File: config.mk
export PLATFORM = sky130hd
export DESIGN_NAME = cache_ctrl_fsm
export DESIGN_NICKNAME = d
export VERILOG_FILES = /design/src/rtl/cache_ctrl_fsm.sv
export SDC_FILE = /design/constraint.sdc
export NUM_CORES = 1
export LEC_CHECK = 0
export CAP_MARGIN = 20
export CORE_AREA = 2 2 39 41
export DETAILED_ROUTE_END_ITERATION = 8
export DIE_AREA = 0 0 41 43
export HOLD_SLACK_MARGIN = 0.12
export PLACE_DENSITY = 0.62
export RECOVER_POWER = 50
export SYNTH_ARGS = -nofsm -noshare
export SYNTH_HDL_FRONTEND = slang
export SYNTH_SLANG_ARGS = --single-unit
File: constraint.sdc
create_clock -name clk -period 2.8 [get_ports clk]
set_input_delay 0.56 -clock clk [delete_from_list [all_inputs] [get_ports clk]]
set_output_delay 0.56 -clock clk [all_outputs]
set_load 0.05 [all_outputs]
File: src/rtl/cache_ctrl_fsm.sv
// cache_ctrl_fsm
// Miss-handling control FSM for the direct-mapped data cache. Hits are
// served combinationally from IDLE. A miss stalls the core, writes back the
// victim block if it is dirty, refills the block one beat at a time, spends
// one UPDATE cycle, and then returns to IDLE so the held request hits.
//
// Ports:
//   clk, rst            clock, asynchronous active-high reset
//   cpu_rd_req/wr_req   core load/store request (store wins if both are set)
//   hit, dirty          tag-array lookup for the current index/tag
//   mem_ready           per-beat acknowledge from main memory
//   stall               freeze the core pipeline
//   tag_replace, valid_out, dirty_out   tag-array write controls
//   data_wr_en, data_src_sel            data-array write enable / source
//   mem_rd, mem_wr, mem_addr_sel        memory burst handshake and address
//   beat_idx            word offset of the current memory beat
module cache_ctrl_fsm #(
  parameter int BLOCK_WORDS = 4,
  parameter int CNT_W       = 2
) (
  input  logic             clk,
  input  logic             rst,
  input  logic             cpu_rd_req,
  input  logic             cpu_wr_req,
  input  logic             hit,
  input  logic             dirty,
  input  logic             mem_ready,
  output logic             stall,
  output logic             tag_replace,
  output logic             valid_out,
  output logic             dirty_out,
  output logic             data_wr_en,
  output logic             data_src_sel,
  output logic             mem_rd,
  output logic             mem_wr,
  output logic             mem_addr_sel,
  output logic [CNT_W-1:0] beat_idx
);

  typedef enum logic [1:0] {IDLE, WRITE_BACK, ALLOCATE, UPDATE} state_t;

  state_t           r_state;
  logic [CNT_W-1:0] r_beat_cnt;

  logic w_req;
  logic w_last;

  assign w_req  = cpu_rd_req | cpu_wr_req;
  assign w_last = (r_beat_cnt == CNT_W'(BLOCK_WORDS - 1));

  // BLOCK_WORDS is a power of two, so the beat counter wraps to 0 on its own
  // after the last beat of each burst.
  always_ff @(posedge clk or posedge rst) begin
    if (rst) begin
      r_state    <= IDLE;
      r_beat_cnt <= '0;
    end else begin
      case (r_state)
        IDLE: begin
          if (w_req && !hit) r_state <= dirty ? WRITE_BACK : ALLOCATE;
        end
        WRITE_BACK: begin
          if (mem_ready) begin
            r_beat_cnt <= r_beat_cnt + 1'b1;
            if (w_last) r_state <= ALLOCATE;
          end
        end
        ALLOCATE: begin
          if (mem_ready) begin
            r_beat_cnt <= r_beat_cnt + 1'b1;
            if (w_last) r_state <= UPDATE;
          end
        end
        default: r_state <= IDLE;  // UPDATE
      endcase
    end
  end

  // Outputs are decoded from state and live inputs: a hit or a memory beat
  // must act in the same cycle. Gating with rst keeps every output at 0 while
  // reset is held, even though IDLE with a pending request would otherwise
  // raise stall.
  always_comb begin
    stall        = 1'b0;
    tag_replace  = 1'b0;
    valid_out    = 1'b0;
    dirty_out    = 1'b0;
    data_wr_en   = 1'b0;
    data_src_sel = 1'b0;
    mem_rd       = 1'b0;
    mem_wr       = 1'b0;
    mem_addr_sel = 1'b0;
    beat_idx     = r_beat_cnt;
    if (rst) begin
      beat_idx = '0;
    end else begin
      case (r_state)
        IDLE: begin
          if (w_req && hit) begin
            if (cpu_wr_req) begin
              data_wr_en  = 1'b1;
              tag_replace = 1'b1;
              valid_out   = 1'b1;
              dirty_out   = 1'b1;
            end
          end else if (w_req) begin
            stall = 1'b1;
          end
        end
        WRITE_BACK: begin
          stall        = 1'b1;
          mem_wr       = 1'b1;
          mem_addr_sel = 1'b1;
        end
        ALLOCATE: begin
          stall        = 1'b1;
          mem_rd       = 1'b1;
          data_src_sel = 1'b1;
          data_wr_en   = mem_ready;
          // The line becomes valid only with the final beat, so a reset
          // mid-refill leaves it invalid.
          if (mem_ready && w_last) begin
            tag_replace = 1'b1;
            valid_out   = 1'b1;
          end
        end
        default: stall = 1'b1;  // UPDATE
      endcase
    end
  end

endmodule
==> results.py <==
metrics = {
    "drt": {
        "drc": 0,
        "via_count": 315,
        "dr.pass1.iters": 1,
        "wire_per_inst_um": 9.92,
        "via_per_inst": 4.38,
        "ant_nets": 0,
        "drt_wl_total_um": 714,
        "dr.first_iter.drc_count": 0,
    },
    "cells_and_area": {
        "seq_area_um2": 100,
        "layout-drive-gt1-share_pct": 30.4,
        "final_area_um2": 596,
        "syn_to_final_growth_pct": 53.5,
        "nets": 70,
        "fill_cells": 151,
        "antenna_cells": 0,
        "multi_input_area_um2": 240,
    },
    "clock_tree": {
        "ctsHoldBuffers": 0,
        "insertion_delay_ns": 0.23,
        "clkSinkCount": 4,
        "cts_tree": "built",
        "clk_pin_slew_ns": 0.03,
        "clk_path_buf_depth": 2,
        "htreeDepth": 1,
        "cts_resized": 0,
        "post-cts-setup-buffers": 0,
        "cts_made_buffers": 3,
        "root_buffer": "clkbuf_4",
    },
    "worst_setup_path": {
        "ff2ff_path_depth": 5,
        "crit_required_ns": 2.24,
        "startpoint": "mem_ready",
        "critical_path.endpoint_type": "output port",
        "start_kind": "primary input",
        "critPathArrivalTime_ns": 1.85,
        "critPathKind": "primary input to output port",
        "r2r-start": "r_state[1]",
        "cp_max_fo": 4,
    },
    "power": {
        "pwr-share-clk_pct": 10.2,
        "seq_power_share_pct": 17.5,
        "leakage_nw": 0.269,
        "comb_power_share_pct": 72.2,
        "internal_power_mw": 0.342,
        "switching_share_pct": 47.8,
        "p_per_area_nw_per_um2": 1100,
        "vdd_ir_drop_max_mv": 0.458,
        "p_sw_mw": 0.313,
    },
    "flow_run": {
        "cap_violations": 0,
    },
    "sta": {
        "tns_ns": 0,
        "fin_ws_ns": 0.391,
        "fin_skew_ns": 0.00102,
        "setup_viol": 0,
        "fmax_mhz": 415,
        "relSlewSlack_pct": 60.4,
        "rsz0062_at_grt": "no",
        "worstMarginPinSlew_ns": 0.597,
        "fin_crit_ns": 2.41,
        "hold_viol": 0,
        "slew_violations": 0,
        "post-route-period-util_pct": 86.0,
    },
    "placement": {
        "portBuffers": 17,
        "gp_congestion": 0.719,
        "place_hpwl_um": 615,
        "pre_cts_slack_ns": 0.403,
        "placed_area_um2": 587,
    },
    "synth": {
        "synth_largest_area_cell": "dfrtp_1",
        "synth_nets": 52,
        "ys_top_cells_by_area": "dfrtp_1, ha_1, nor2b_1",
        "synth-main-ff-cell": "dfrtp_1",
        "ys.warnings.count": 0,
        "synthTopCellsByCount": "ha_1, nor2b_1, dfrtp_1",
        "synth_edf_count": 0,
        "syn-cell-area_um2": 388,
        "ys_seq_area_share_pct": 25.8,
        "async_flop_share_pct": 100,
        "syn_avg_cell_area_um2": 9.70,
        "synth_cells": 40,
        "synth_top_cell_area_share_pct": 25.8,
        "ys_types": 21,
        "ys_ff_latch": 4,
    },
    "min_path": {
        "hold_class": "flop to flop",
        "hold_depth": 1,
        "hold_start": "r_beat_cnt[0]",
    },
    "global_route": {
        "antenna_found_initial": 0,
        "gr-total-overflow": 0,
        "grt_first_pass_wirelength_mm": 1.04,
        "grtUsageTotal_pct": 8.69,
        "first_global_vias": 266,
        "grt_max_degree": 10,
    },
    "die": {
        "rows": 14,
        "start_util_pct": 28.0,
        "die_y_um": 43,
        "die-area_um2": 1760,
        "die_x_um": 41,
        "io_pins": 18,
        "core_area_um2": 1380,
    },
    "run_status": {
        "run_status": "completed",
    },
}
==> cells in the final DEF, fill, tap and decap left out, types with 2 or more instances in the layout <==
master / n
buf_4: 5
dlygate4sd3_1: 2
nor2b_1: 5
buf_12: 5
clkdlybuf4s50_1: 4
clkbuf_4: 3
nand2_1: 2
dfrtp_1: 4
nand3_1: 2
inv_1: 3
ha_1: 5
a21oi_1: 4
==> final timing paths <==
path	to	slack [ns]
max	valid_out	0.39
min	r_beat_cnt[0]	0.50
max reg2reg	r_state[0]	1.43
min reg2reg	r_beat_cnt[0]	0.50
max in group asynchronous	r_beat_cnt[0]	1.82
min in group asynchronous	r_state[1]	0.83
==> cells by family after synthesis <==
family          count (synthesis)  share of synthesized area (%)
flops                           4                           25.8
simple gates                   11                           15.8
fa+ha+maj                       5                           16.1
compound gates                 10                           24.8
xor+xnor                        1                           2.26
buf+inv                         7                           9.68
mux                             2                           5.48
==> per-stage QoR <==
step | hold WS [ns] | instances | power, mW | utilization (%)
after floorplan | 0.466 | 40 | 0.487 | -
after global placement | 0.496 | 69 | 0.614 | 42.4
after detailed placement | 0.493 | 69 | 0.615 | 42.4
after CTS | 0.501 | 72 | 0.688 | 44.0
after global routing | 0.538 | 72 | 0.710 | 43.0
final | 0.499 | 72 | 0.655 | 43.0
==> worst max-delay path, cell delays in order <==
cell	delay, ns
dlygate4sd3_1	0.59
nand3_1	0.10
a21oi_1	0.40
buf_12	0.20
==> layer usage <==
layer | up-vias | share of wire (%) | GRT usage, % | routed length (um)
li1 | 168 | - | - | -
met1 | 137 | 46 | 12.1 | 331
met2 | 10 | 48 | 12.5 | 341
met3 | 0 | 5.9 | 0 | 42
met4 | 0 | 0 | 6.00 | 0
met5 | - | 0 | 0 | 0
==> power by group through the flow <==
stage / clock, mW / sequential, mW / combinational [mW]
2_1_floorplan: 0 / 0.111 / 0.376
3_3_place_gp: 0 / 0.116 / 0.498
3_5_place_dp: 0 / 0.117 / 0.499
4_1_cts: 0.0720 / 0.116 / 0.500
5_1_grt: 0.0735 / 0.121 / 0.515
6_report: 0.0671 / 0.115 / 0.473
==> sequential cells by signal, indices dropped and copies added (netlist names) <==
register	flops
r_beat_cnt	2
r_state	2
==> layout make-up <==
class | instances | share of cell area (%)
multi-input cells | 29 | 40.3
repair buffers | 17 | 33.8
flip-flops and latches | 4 | 16.8
clock buffers | 3 | 3.78
well taps | 16 | 3.36
inverters | 3 | 1.89
Power figures use the tool's default switching activity.
